--- config.mk ---
export PLATFORM = sky130hd
export DESIGN_NAME = popcount_window_stats
export DESIGN_NICKNAME = d
export VERILOG_FILES = /design/src/rtl/popcount_window_stats.sv
export SDC_FILE = /design/constraint.sdc
export NUM_CORES = 1
export LEC_CHECK = 0
export ABC_CLOCK_PERIOD_IN_PS = 4050
export BUFFER_PORTS_ARGS = -buffer_cell sky130_fd_sc_hd__buf_2
export CAP_MARGIN = 20
export CORE_ASPECT_RATIO = 2
export CORE_UTILIZATION = 44
export CTS_CLUSTER_DIAMETER = 60
export CTS_CLUSTER_SIZE = 20
export DETAILED_ROUTE_END_ITERATION = 6
export PLACE_DENSITY = 0.59
export SKIP_CTS_REPAIR_TIMING = 1
export SYNTH_ARGS = -nofsm -noshare
export SYNTH_HDL_FRONTEND = slang
export SYNTH_SLANG_ARGS = --single-unit
--- constraint.sdc ---
create_clock -name clk -period 4.05 [get_ports clk]
set_input_delay 0.81 -clock clk [delete_from_list [all_inputs] [get_ports clk]]
set_output_delay 0.81 -clock clk [all_outputs]
set_load 0.05 [all_outputs]
--- src/rtl/popcount_window_stats.sv ---
// Groups popcount samples into fixed windows of WIN samples and reports
// per-window sum, max, min and count of samples at or above THRESH.
//
// state | meaning
// ------+--------------------------------------------------
// IDLE  | no samples held for the current window
// ACCUM | 1..WIN-1 samples of the current window are held
module popcount_window_stats #(
    parameter int CNT_W  = 6,
    parameter int WIN    = 8,
    parameter int SUM_W  = 9,
    parameter int THRESH = 16,
    parameter int HI_W   = 4
) (
    input  logic             clk,
    input  logic             reset_n,
    input  logic             cnt_valid,
    input  logic [CNT_W-1:0] count,
    input  logic             clear,
    output logic             busy,
    output logic             res_valid,
    output logic [SUM_W-1:0] res_sum,
    output logic [CNT_W-1:0] res_max,
    output logic [CNT_W-1:0] res_min,
    output logic [HI_W-1:0]  res_hi,
    output logic             range_err
);

    localparam int IDX_W = (WIN > 1) ? $clog2(WIN) : 1;
    localparam logic [CNT_W-1:0] CNT_MAX  = CNT_W'(32);
    localparam logic [CNT_W-1:0] THRESH_C = CNT_W'(THRESH);
    localparam logic [IDX_W-1:0] LEFT_INIT = IDX_W'(WIN - 1);

    typedef enum logic {
        IDLE,
        ACCUM
    } state_t;

    state_t state, state_nxt;

    logic [IDX_W-1:0] left;
    logic [SUM_W-1:0] acc_sum;
    logic [CNT_W-1:0] acc_max;
    logic [CNT_W-1:0] acc_min;
    logic [HI_W-1:0]  acc_hi;

    logic             accept;
    logic             over;
    logic             last;
    logic             first;
    logic             is_hi;
    logic [CNT_W-1:0] sample;
    logic [SUM_W-1:0] sum_nxt;
    logic [CNT_W-1:0] max_nxt;
    logic [CNT_W-1:0] min_nxt;
    logic [HI_W-1:0]  hi_nxt;

    // clear always wins over a coincident sample
    assign accept = cnt_valid & ~clear;
    assign over   = (count > CNT_MAX);
    assign sample = over ? CNT_MAX : count;
    assign is_hi  = (sample >= THRESH_C);
    assign first  = (state == IDLE);
    assign last   = accept && (left == '0);

    // The first sample of a window seeds every accumulator
    assign sum_nxt = (first ? '0 : acc_sum) + SUM_W'(sample);
    assign max_nxt = (first || (sample > acc_max)) ? sample : acc_max;
    assign min_nxt = (first || (sample < acc_min)) ? sample : acc_min;
    assign hi_nxt  = (first ? '0 : acc_hi) + HI_W'(is_hi);

    always_ff @(posedge clk) begin
        if (!reset_n) begin
            state <= IDLE;
        end else begin
            state <= state_nxt;
        end
    end

    always_comb begin
        state_nxt = state;
        busy      = 1'b0;
        case (state)
            IDLE: begin
                if (accept && !last) begin
                    state_nxt = ACCUM;
                end
            end
            ACCUM: begin
                busy = 1'b1;
                if (clear || last) begin
                    state_nxt = IDLE;
                end
            end
            default: begin
                state_nxt = IDLE;
            end
        endcase
    end

    // Sample countdown reaches zero on the last sample of the window
    always_ff @(posedge clk) begin
        if (!reset_n) begin
            left      <= LEFT_INIT;
            acc_sum   <= '0;
            acc_max   <= '0;
            acc_min   <= '0;
            acc_hi    <= '0;
            res_valid <= 1'b0;
            res_sum   <= '0;
            res_max   <= '0;
            res_min   <= '0;
            res_hi    <= '0;
            range_err <= 1'b0;
        end else begin
            res_valid <= last;
            if (accept && over) begin
                range_err <= 1'b1;
            end
            if (clear || last) begin
                left    <= LEFT_INIT;
                acc_sum <= '0;
                acc_max <= '0;
                acc_min <= '0;
                acc_hi  <= '0;
            end else if (accept) begin
                left    <= left - 1'b1;
                acc_sum <= sum_nxt;
                acc_max <= max_nxt;
                acc_min <= min_nxt;
                acc_hi  <= hi_nxt;
            end
            if (last) begin
                res_sum <= sum_nxt;
                res_max <= max_nxt;
                res_min <= min_nxt;
                res_hi  <= hi_nxt;
            end
        end
    end

endmodule

[After elaboration in Yosys (flattened, before gate mapping)]
Index checks and enable logic that the tools add are counted.
Cells by class
  $add $sub $neg: 3
  $mul: 0
  divide/modulo/power cells: 0
  magnitude comparators: 4
  equality and inequality tests: 0
  shift operators: 0
  muxes and demuxes: 9
  bitwise operators: 4
  reductions and logical operators: 9
Operators with widths (count)
  $mux W6: 3
  $add A9 B6 Y9: 1
  $mux W9: 1
  $ge A6 B5 Y1 const B: 1
  $gt A6 B6 Y1: 1
  $gt A6 B6 Y1 const B: 1
  $lt A6 B6 Y1: 1
  $add A4 B1 Y4: 1
  $mux W4: 1
  $logic_and A1 B1 Y1: 3
  $logic_not A3 Y1: 1
  $logic_or A1 B1 Y1: 3
  $mux W1: 3
  $not A1 Y1: 3
  $sub A3 B1 Y3 const B: 1
  $pmux W1 S2: 1
  $reduce_or A2 Y1: 1
  $and A1 B1 Y1: 1
  $logic_not A1 Y1: 1
Storage, ports and cells
  flip-flop bits (word level): 56
  latch bits: 0
  bits in writable memories: 0
  bits in read-only memories: 0
  input port bits: 10
  output and inout bits: 28
  word-level logic and storage cells: 41
  memories kept: 0

[Longest topological paths before layout]
  depth in word-level cells: 7
  gate-level depth with buffers: 9
  mapped depth without buffers: 9

[Least setup slack after synthesis]
OpenSTA, ideal clock, no wires.
  path type: input to register
  from: input port count[5]
  to: register acc_sum[7]
  setup time: 70 ps
  arrival time: 2661 ps
  data required time: 3980 ps
  setup slack: 1319 ps
  stages: 8
  buffers on the path: 1
  cell sequence: clkbuf_1 nor2b_1 ha_1 a211oi_1 o21ai_0 o311ai_0 mux2_2 a21oi_1
Between the ends
  longest elaborated chain between the ends: 3
Ends and longest elaborated chain
  start, declared: line 18  | input logic [CNT_W-1:0] count,
  $gt A6 B6 Y1: line 60  | assign over = (count > CNT_MAX);
  $mux W6 *: line 61  | assign sample = over ? CNT_MAX : count;
  $add A9 B6 Y9 *: line 67  | assign sum_nxt = (first ? '0 : acc_sum) + SUM_W'(sample);
  end signal, assigned: line 128  | acc_sum <= sum_nxt;
  end, declared: line 42  | logic [SUM_W-1:0] acc_sum;
Mark *: on every way between the ends. The rest lies on a longest branch, timed or not.
A chain may end at the register's enable or synchronous reset.

[Worst setup path in the final report]
Same ends and word-level chain as after synthesis.

==> qor.csv <==
metric,value,unit
post_layout_nonfiller_instances,467,
wirelength,7330,um
setup.worst_path.start_class,input pin,
rr_worst_depth,8,
clkSinkCount,56,
ys_ff_latch,56,
worstMarginPinSlew,0.947,ns
track_usage,22.7,%
ir_worst_vdd,0.000204,V
synth_edf_count,0,
slew_headroom,36.8,%
rsz0062_at_grt,false,
setup_tns,0,ns
synth_top_area_cell,dfxtp_1,
ff2ff_setup_slack,1.29,ns
drcViolationCount,0,
cp.required,4.27,ns
vias,2547,
min_delay_path_depth,2,
antenna_found_initial,0,
status,completed,
dpl.cell_count,460,
clock-skew-final,0.00614,ns
fmax,342,MHz
powerDensity,324,mW/mm^2
whs_endpoint,acc_hi[0],
grt_overflow,0,
fin_crit,2.93,ns
row_count,42,
syn_area,0.00300,mm^2
clk_latency,0.30,ns
synthSimpleGateAreaFrac,19.1,%
dieHeight,119,um
dp_hpwl,5360,um
critPathBufInv,1,
synth_top_family_by_area,compound AO/OA/AOI/OAI gates,
cts_buffer_depth,2,
p_leak,1.42,nW
hold_class,flop to flop,
synth.distinct_cells,48,
min_from,acc_hi[0],
crit_slowest_cell,nor2b_1,
die-area,0.00716,mm^2
drive_gt1_share,15.0,%
synth_area_leaders,"dfxtp_1 (37%), ha_1 (8.8%), nand2_1 (7.5%), mux2i_1 (7.0%), o21ai_0 (5.0%)",
dr.pass1.iters,4,
die_w,60.3,um
drt_iter0_drc,81,
r2r_start,state,
postPlaceCellArea,0.00323,mm^2
synth_mux_area_share,7.39,%
grt_max_degree,35,
synth_compound_area_share,20.1,%
path_class,input pin to flop,
synthAdderAreaFrac,9.44,%
period_share,72.3,%
avgSynthCellArea,8.49,um^2
timing.rr.end,acc_sum[6],
io_pins,38,
crit_family,compound AO/OA/AOI/OAI gates,
synth.most_common_cell,nand2_1,
cp_max_fo,13,
seq_area_frac_synth,37.4,%
cts_htree_levels,2,
start_util,45.2,%
globalplace.congestion,0.807,
setup_viol,0,
yosysTopAreaCellShare,37.4,%
numCtsBuffers,5,
grt_pass1_vias,2546,
slowest_delay,0.61,ns
yosys_most_used_dff,dfxtp_1,
detail-route-antenna-nets,0,
grt_pass1_wl,12200,um
wl_per_cell,15.7,um
cts-root-buf,clkbuf_16,
vias_per_cell,5.45,
crit_path_cell_trace,"buf_2, nor2b_1, ha_1, a211oi_1, o21ai_0, o311ai_0, mux2_2, a21oi_1",
numPortBuffers,37,
synth_fp_nets,385,
syn_inst,353,
core-area,0.00662,mm^2
async_flop_share,0,%
slew_viol_final,0,
cts_tree,yes,
nNetsFinal,411,
ys.warnings.count,0,
insertedDiodeCount,0,
syn2layout_area_growth,12.4,%
arrival,3.15,ns
fin_area,0.00337,mm^2
worst_setup_path_end_kind,flop,
cap_violations,0,
synth_xor_area_share,2.05,%
synth_common_cells,"nand2_1 (60), dfxtp_1 (56), o21ai_0 (30)",
finalHoldViolCount,0,
clkTransAtPathRegs,0.07,ns
layer usage:
layer / vias up / global-route usage (%) / routed length (um)
li1: 1288 / - / -
met2: 33 / 40.5 / 4090
met5: - / 0 / 0
met1: 1216 / 25.5 / 2960
met3: 10 / 3.28 / 129
met4: 0 / 9.01 / 157
worst reg2reg max path, cell delays in order (launching register included):
cell and delay, ns:
dfxtp_1 0.62, and2_1 0.33, ha_1 0.23, fa_1 0.49, a211oi_1 0.33, o21bai_1 0.15
a211oi_1 0.25, o21ai_0 0.12, a21oi_1 0.17
worst max path at each step:
stage | cells after the start | start | endpoint | slack [ns]
after global routing | 8 | count[5] | acc_sum[7] | 0.95
after CTS | 8 | count[5] | acc_sum[7] | 1.10
after detailed placement | 8 | count[5] | acc_sum[7] | 0.80
after global placement | 8 | count[5] | acc_sum[7] | 0.82
after floorplan | 8 | count[5] | acc_sum[7] | 1.32
final | 8 | count[5] | acc_sum[7] | 1.12
kinds of logic (layout without fill, tap and decap cells):
| family | after synthesis | in the layout |
|---|---|---|
| multiplexers | 22 | 22 |
| XOR/XNOR | 7 | 7 |
| AO/OA/AOI/OAI | 93 | 93 |
| flip-flops | 56 | 56 |
| adder cells (fa/ha/maj) | 22 | 22 |
| AND/OR/NAND/NOR | 118 | 118 |
| buffers and inverters | 35 | 61 |
cells in the final DEF (no fill, tap or decap), drive strengths merged, types with 2 or more instances in the layout:
master / synthesis / layout
nand3b: 4 / 4
nand2b: 2 / 2
ha: 21 / 21
nor3: 2 / 2
o21bai: 2 / 2
buf: 2 / 40
or3: 2 / 2
o21a: 3 / 3
xor2: 4 / 4
or2: 2 / 2
nor2: 9 / 9
nand2: 60 / 60
nand4: 4 / 4
o221ai: 2 / 2
clkbuf: 19 / 6
nor2b: 5 / 5
and2: 10 / 10
inv: 14 / 14
a21o: 5 / 5
nand3: 13 / 13
a211oi: 4 / 4
o211a: 2 / 2
and3: 2 / 2
a31oi: 7 / 7
o21ai: 31 / 31
mux2i: 21 / 21
xnor2: 3 / 3
dfxtp: 56 / 56
a21boi: 6 / 6
a21oi: 22 / 22
registers in the layout (all words and copies together) (netlist names):
register	count
acc_min	6
acc_sum	9
res_min	6
res_valid	1
state	1
acc_max	6
range_err	1
acc_hi	4
res_max	6
res_sum	9
left	3
res_hi	4
through the flow:
step	util [%]	hold WS, ns	power [mW]	worst slack (ns)
after floorplan	-	0.429	0.649	1.32
after global placement	48.8	0.438	0.679	0.821
after CTS	50.9	0.455	1.10	1.10
after global routing	50.9	0.476	1.13	0.948
final	50.9	0.453	1.09	1.12
after detailed placement	48.8	0.445	0.681	0.802
power by group:
group          switching [mW]  internal [mW]
Sequential            0.00650          0.555
Clock                   0.199          0.226
Combinational          0.0699         0.0365
area by class of cell:
cell class / count / area, um^2
Fill cell: 684 / 3250
Timing Repair Buffer: 40 / 208
Inverter: 14 / 52.6
Tap cell: 88 / 110
Clock buffer: 6 / 129
Sequential cell: 56 / 1120
Clock inverter: 1 / 5.00
Multi-Input combinational cell: 262 / 1740
Power figures use the tool's default switching activity.
